**config.mk**
```make
export PLATFORM = sky130hd
export DESIGN_NAME = commit_trace_buffer_flat
export DESIGN_NICKNAME = d
export VERILOG_FILES = /design/src/rtl/commit_trace_if.sv /design/src/rtl/commit_trace_buffer.sv /design/src/flat_wrapper.sv
export SDC_FILE = /design/constraint.sdc
export NUM_CORES = 2
export LEC_CHECK = 0
export CAP_MARGIN = 20
export CORE_MARGIN = 4
export CORE_UTILIZATION = 60
export DETAILED_ROUTE_END_ITERATION = 10
export PLACE_DENSITY = 0.8
export SLEW_MARGIN = 30
export SYNTH_ARGS = -nofsm -noshare
export SYNTH_HDL_FRONTEND = slang
export SYNTH_SLANG_ARGS = --single-unit
```
**constraint.sdc**
```tcl
create_clock -name clk -period 3.38 [get_ports clk]
set_input_delay 0.676 -clock clk [delete_from_list [all_inputs] [get_ports clk]]
set_output_delay 0.676 -clock clk [all_outputs]
set_load 0.02 [all_outputs]
```
**src/rtl/commit_trace_if.sv**
```systemverilog
// Commit-side and trace-side signal bundle for commit_trace_buffer.
// The slave modport is the buffer; the master modport is the core/consumer side.
interface commit_trace_if #(
    parameter int PTR_W = 3
);
    logic             commit_valid;
    logic [31:0]      commit_pc;
    logic [31:0]      commit_instr;
    logic             wb_wreg;
    logic [4:0]       wb_wd;
    logic [31:0]      wb_wdata;
    logic             trace_ready;
    logic             clr_overflow;

    logic             trace_valid;
    logic [31:0]      trace_pc;
    logic [31:0]      trace_instr;
    logic             trace_wen;
    logic [4:0]       trace_wnum;
    logic [31:0]      trace_wdata;
    logic [31:0]      trace_seq;
    logic [PTR_W:0]   count;
    logic             overflow;
    logic [15:0]      drop_cnt;

    modport master (
        output commit_valid, commit_pc, commit_instr, wb_wreg, wb_wd, wb_wdata,
               trace_ready, clr_overflow,
        input  trace_valid, trace_pc, trace_instr, trace_wen, trace_wnum,
               trace_wdata, trace_seq, count, overflow, drop_cnt
    );

    modport slave (
        input  commit_valid, commit_pc, commit_instr, wb_wreg, wb_wd, wb_wdata,
               trace_ready, clr_overflow,
        output trace_valid, trace_pc, trace_instr, trace_wen, trace_wnum,
               trace_wdata, trace_seq, count, overflow, drop_cnt
    );
endinterface

```
**src/rtl/commit_trace_buffer.sv**
```systemverilog
// Retired-instruction trace FIFO: stamps each accepted commit with a sequence
// number and buffers it for a downstream difftest/trace consumer; counts drops.
module commit_trace_buffer #(
    parameter int DEPTH = 8,
    parameter int PTR_W = 3
) (
    input  logic          clk,
    input  logic          rst,
    commit_trace_if.slave tif
);
    typedef struct packed {
        logic [31:0] pc;
        logic [31:0] instr;
        logic        wen;
        logic [4:0]  wnum;
        logic [31:0] wdata;
        logic [31:0] seq;
    } entry_t;

    localparam logic [PTR_W:0] FULL_CNT = (PTR_W + 1)'(DEPTH);

    entry_t           mem_q [DEPTH];
    entry_t           mem_d [DEPTH];
    logic [PTR_W-1:0] wr_ptr_q, wr_ptr_d;
    logic [PTR_W-1:0] rd_ptr_q, rd_ptr_d;
    logic [PTR_W:0]   count_q, count_d;
    logic [31:0]      seq_next_q, seq_next_d;
    logic             overflow_q, overflow_d;
    logic [15:0]      drop_cnt_q, drop_cnt_d;

    logic   full, pop, push, drop;
    entry_t new_entry;
    entry_t head;

    always_comb begin
        full = (count_q == FULL_CNT);
        pop  = (count_q != '0) && tif.trace_ready;
        push = tif.commit_valid && (!full || pop);
        drop = tif.commit_valid && full && !pop;

        // Non-writing and x0-writing commits are normalised so the consumer
        // can compare wnum/wdata without consulting wen first.
        new_entry.pc    = tif.commit_pc;
        new_entry.instr = tif.commit_instr;
        new_entry.wen   = tif.wb_wreg && (tif.wb_wd != 5'd0);
        new_entry.wnum  = new_entry.wen ? tif.wb_wd : 5'd0;
        new_entry.wdata = new_entry.wen ? tif.wb_wdata : 32'd0;
        new_entry.seq   = seq_next_q;
    end

    always_comb begin
        mem_d      = mem_q;
        wr_ptr_d   = wr_ptr_q;
        rd_ptr_d   = rd_ptr_q;
        count_d    = count_q;
        seq_next_d = seq_next_q;
        overflow_d = overflow_q;
        drop_cnt_d = drop_cnt_q;

        if (push) begin
            mem_d[wr_ptr_q] = new_entry;
            wr_ptr_d        = wr_ptr_q + 1'b1;
            seq_next_d      = seq_next_q + 32'd1;
        end
        if (pop) begin
            rd_ptr_d = rd_ptr_q + 1'b1;
        end

        case ({push, pop})
            2'b10:   count_d = count_q + 1'b1;
            2'b01:   count_d = count_q - 1'b1;
            default: count_d = count_q;
        endcase

        // A drop in the same cycle as a clear restarts the tally at one.
        if (drop) begin
            overflow_d = 1'b1;
            if (tif.clr_overflow) begin
                drop_cnt_d = 16'd1;
            end else if (drop_cnt_q != 16'hFFFF) begin
                drop_cnt_d = drop_cnt_q + 16'd1;
            end
        end else if (tif.clr_overflow) begin
            overflow_d = 1'b0;
            drop_cnt_d = 16'd0;
        end
    end

    // Storage is cleared on reset so the head reads as zero while empty.
    always_ff @(posedge clk) begin
        if (rst) begin
            for (int i = 0; i < DEPTH; i++) begin
                mem_q[i] <= '0;
            end
            wr_ptr_q   <= '0;
            rd_ptr_q   <= '0;
            count_q    <= '0;
            seq_next_q <= '0;
            overflow_q <= 1'b0;
            drop_cnt_q <= '0;
        end else begin
            mem_q      <= mem_d;
            wr_ptr_q   <= wr_ptr_d;
            rd_ptr_q   <= rd_ptr_d;
            count_q    <= count_d;
            seq_next_q <= seq_next_d;
            overflow_q <= overflow_d;
            drop_cnt_q <= drop_cnt_d;
        end
    end

    assign head            = mem_q[rd_ptr_q];
    assign tif.trace_valid = (count_q != '0);
    assign tif.trace_pc    = head.pc;
    assign tif.trace_instr = head.instr;
    assign tif.trace_wen   = head.wen;
    assign tif.trace_wnum  = head.wnum;
    assign tif.trace_wdata = head.wdata;
    assign tif.trace_seq   = head.seq;
    assign tif.count       = count_q;
    assign tif.overflow    = overflow_q;
    assign tif.drop_cnt    = drop_cnt_q;
endmodule

```
**src/flat_wrapper.sv**
```systemverilog
// flat-port wrapper written by rule: the top's interface ports become plain ports
module commit_trace_buffer_flat 
#(
    parameter int DEPTH = 8,
    parameter int PTR_W = 3
)
  (clk, rst, tif_commit_valid, tif_commit_pc, tif_commit_instr, tif_wb_wreg, tif_wb_wd, tif_wb_wdata, tif_trace_ready, tif_clr_overflow, tif_trace_valid, tif_trace_pc, tif_trace_instr, tif_trace_wen, tif_trace_wnum, tif_trace_wdata, tif_trace_seq, tif_count, tif_overflow, tif_drop_cnt);
  commit_trace_if #(.PTR_W(PTR_W)) tif_i ();
  input  logic clk;
  input  logic rst;
  input wire logic [$bits(tif_i.commit_valid)-1:0] tif_commit_valid;
  input wire logic [$bits(tif_i.commit_pc)-1:0] tif_commit_pc;
  input wire logic [$bits(tif_i.commit_instr)-1:0] tif_commit_instr;
  input wire logic [$bits(tif_i.wb_wreg)-1:0] tif_wb_wreg;
  input wire logic [$bits(tif_i.wb_wd)-1:0] tif_wb_wd;
  input wire logic [$bits(tif_i.wb_wdata)-1:0] tif_wb_wdata;
  input wire logic [$bits(tif_i.trace_ready)-1:0] tif_trace_ready;
  input wire logic [$bits(tif_i.clr_overflow)-1:0] tif_clr_overflow;
  output wire logic [$bits(tif_i.trace_valid)-1:0] tif_trace_valid;
  output wire logic [$bits(tif_i.trace_pc)-1:0] tif_trace_pc;
  output wire logic [$bits(tif_i.trace_instr)-1:0] tif_trace_instr;
  output wire logic [$bits(tif_i.trace_wen)-1:0] tif_trace_wen;
  output wire logic [$bits(tif_i.trace_wnum)-1:0] tif_trace_wnum;
  output wire logic [$bits(tif_i.trace_wdata)-1:0] tif_trace_wdata;
  output wire logic [$bits(tif_i.trace_seq)-1:0] tif_trace_seq;
  output wire logic [$bits(tif_i.count)-1:0] tif_count;
  output wire logic [$bits(tif_i.overflow)-1:0] tif_overflow;
  output wire logic [$bits(tif_i.drop_cnt)-1:0] tif_drop_cnt;
  assign tif_i.commit_valid = tif_commit_valid;
  assign tif_i.commit_pc = tif_commit_pc;
  assign tif_i.commit_instr = tif_commit_instr;
  assign tif_i.wb_wreg = tif_wb_wreg;
  assign tif_i.wb_wd = tif_wb_wd;
  assign tif_i.wb_wdata = tif_wb_wdata;
  assign tif_i.trace_ready = tif_trace_ready;
  assign tif_i.clr_overflow = tif_clr_overflow;
  assign tif_trace_valid = tif_i.trace_valid;
  assign tif_trace_pc = tif_i.trace_pc;
  assign tif_trace_instr = tif_i.trace_instr;
  assign tif_trace_wen = tif_i.trace_wen;
  assign tif_trace_wnum = tif_i.trace_wnum;
  assign tif_trace_wdata = tif_i.trace_wdata;
  assign tif_trace_seq = tif_i.trace_seq;
  assign tif_count = tif_i.count;
  assign tif_overflow = tif_i.overflow;
  assign tif_drop_cnt = tif_i.drop_cnt;
  commit_trace_buffer #(.DEPTH(DEPTH), .PTR_W(PTR_W)) u_core (.clk(clk), .rst(rst), .tif(tif_i));
endmodule
```
==> impl_metrics.ini <==
[yosys]
avgSynthCellArea_um2 = 8.584
ys_warn_count = 0
synth_cell_types = 55
synth_edf_count = 0
ys_ff_latch = 1131
ys_async_sr_fraction_pct = 0
synth_flop_cell = dfxtp_1
ys_seq_area_share_pct = 46.69
synth_nets = 5763
syn_inst = 5649
synth_area_mm2 = 0.04849

[clock_tree]
cts_buffer_depth = 3
cts_max_level = 3
clkTransAtPathRegs_ns = 0.06
clock-sinks = 1131
clockRootBuffer = clkbuf_16
tritoncts = built
numCtsBuffers = 113
clock_latency_ns = 0.69

[die]
start_util_pct = 60.99
dieHeight_um = 292.3
num_rows = 103
die_area_mm2 = 0.08543
die_w_um = 292.3
boundaryPins = 263
core_area_mm2 = 0.07952

[global_route]
antenna_found_initial = 11
grt_pass1_vias = 41265
grt_pass1_wl_mm = 226.6
overflow = 0
grt_max_degree = 137
grt_usage_pct = 32.80

[finish]
nets = 5703
final_common_cell = nand2_1
drive_gt1_share_pct = 15.62
multi_input_area_mm2 = 0.02326
most-common-layout-cells = 1917 x nand2_1, 1128 x dfxtp_1, 1088 x a21oi_1
syn_to_final_growth_pct = 16.27
regArea_mm2 = 0.02265
fin_util_pct = 70.91
n_fill_cell = 5787

[timing]
hold_slack_ns = 0.4502
slew_viol_final = 0
relSlewSlack_pct = 44.98
period_minus_slack_ns = 3.360
rsz0062_at_grt = yes
final-setup-viol-count = 0
clock_skew_ns = 0.02023
tightest_slew_ns = 0.8253
post-route-period-util_pct = 99.40
tns_ns = 0
timing.fmax_mhz = 297.6
report.final.hold_viol_count = 0

[worst_setup_path]
path_max_fanout = 7
r2r_cells = 9
r2r_start = u_core.tif.count[1]
critPathCaptureType = primary output
worstPathRequired_ns = 2.70
reg2reg_to = u_core.tif.count[2]
r2r_slack_ns = 0.76
path_class = register to primary output
start_kind = register
worstPathArrival_ns = 2.68

[flow_run]
drv_cap = 0

[routing]
top_layer = met5
dr.pass1.iters = 6
viasPerCell = 6.228
drc_errors = 0
wl_per_cell_um = 21.73
met1_length_mm = 55.06
wl_met3_mm = 14.37
antenna_left = 0
finalWirelength_mm = 146.6
num_vias = 42023
wl_met2_mm = 71.11
drt_iter0_markers = 5119

[hold_path]
hold_end = u_core.mem_q[66]
min_from = u_core.mem_q[66]
hold_path.class = register to register
holdPathStages = 2

[placement]
dp_hpwl_mm = 76.46
port_buffers = 262
gp_congestion = 0.8324

[power_and_ir_drop]
power_density_mw_per_mm2 = 605.1
power.total_uw = 34110
p_leak_uw = 0.01872
ir_worst_vdd_uv = 527.1

[status]
outcome = completed
[worst max-delay path by stage]
stage | cells after the start | startpoint | to
after floorplan | 5 | u_core.rd_ptr_q[0] | tif_trace_pc[12]
after global placement | 11 | tif_trace_ready | u_core.tif.count[2]
after detailed placement | 11 | tif_trace_ready | u_core.tif.count[2]
after CTS | 8 | u_core.rd_ptr_q[0] | tif_trace_instr[2]
after global routing | 5 | u_core.rd_ptr_q[0] | tif_trace_wnum[4]
final | 8 | u_core.rd_ptr_q[0] | tif_trace_wnum[0]
[routing by layer]
metal | vias up | GRT usage (%)
li1 | 18945 | -
met1 | 20403 | 42.43
met2 | 2259 | 54.29
met3 | 408 | 5.474
met4 | 8 | 15.10
met5 | - | 0
[power by group]
group | switching [uW] | internal, uW | leakage [uW]
sequential | 237 | 13600 | 0.00913
combinational | 3620 | 3290 | 0.00759
clock | 5420 | 7950 | 0.00200
total | 9280 | 24800 | 0.0187
[flip-flops by register name, summed over array words and instances, names as in the netlist]
name / flops
u_core.mem_q: 1072
u_core.seq_next_q: 32
u_core.tif.drop_cnt: 16
u_core.tif.count: 4
u_core.rd_ptr_q: 3
u_core.wr_ptr_q: 3
u_core.tif.overflow: 1
[stage by stage]
step	setup WS [ns]	instance area [um2]	cells
after detailed placement	0.1452	51530	6462
after global placement	0.1398	51530	6462
after CTS	-0.06914	56150	6717
after global routing	-0.04829	56360	6740
after floorplan	0.6904	48490	5649
final	0.02034	56380	6747
[cell families after synthesis]
| logic type | after synthesis | synth area share [%] |
|---|---|---|
| AO/OA/AOI/OAI | 1114 | 11.63 |
| buffers and inverters | 611 | 5.627 |
| flip-flops | 1131 | 46.69 |
| adder cells (fa/ha/maj) | 7 | 0.1806 |
| XOR/XNOR | 45 | 0.8128 |
| AND/OR/NAND/NOR | 2336 | 19.43 |
| multiplexers | 405 | 15.62 |
[area by class of cell]
| class | count | area share (%) |
|---|---|---|
| multi-input cells | 3907 | 41.26 |
| flip-flops and latches | 1131 | 40.18 |
| repair buffers | 431 | 9.019 |
| clock buffers | 155 | 5.830 |
| well taps | 1050 | 2.330 |
| clock inverters | 55 | 1.292 |
| diodes | 13 | 0.05770 |
| inverters | 5 | 0.03329 |
[timing repair]
item,4_1_cts,5_1_grt
hold buffers,0,0
gates cloned,15,6
gates resized for setup,384,65
endpoints found under the setup margin,134,72
hold endpoints to repair,0,0
buffers inserted,30,11
[Yosys cell counts (6+ instances only)]
cell | count | area share (%)
nor2_1 | 59 | 0.46
xor2_1 | 27 | 0.49
mux2_2 | 134 | 3.1
and3_1 | 8 | 0.10
ha_1 | 7 | 0.18
o21ai_0 | 6 | 0.062
mux4_2 | 268 | 12
clkbuf_1 | 329 | 2.5
nand4_1 | 21 | 0.27
buf_1 | 52 | 0.40
dfxtp_1 | 1131 | 47
a21oi_1 | 1088 | 11
buf_4 | 59 | 0.91
nand3_1 | 275 | 2.8
nor4_1 | 7 | 0.090
and4_1 | 6 | 0.11
xnor2_1 | 18 | 0.33
buf_2 | 163 | 1.7
nand2_1 | 1917 | 15
[critical path, cell delays in order (launching register included)]
cell	delay, ns
dfxtp_4	0.41
buf_6	0.12
buf_12	0.13
buf_12	0.16
buf_16	0.13
buf_4	0.11
mux4_2	0.48
mux2_4	0.32
buf_6	0.14
(Power assumes the default switching activity.)
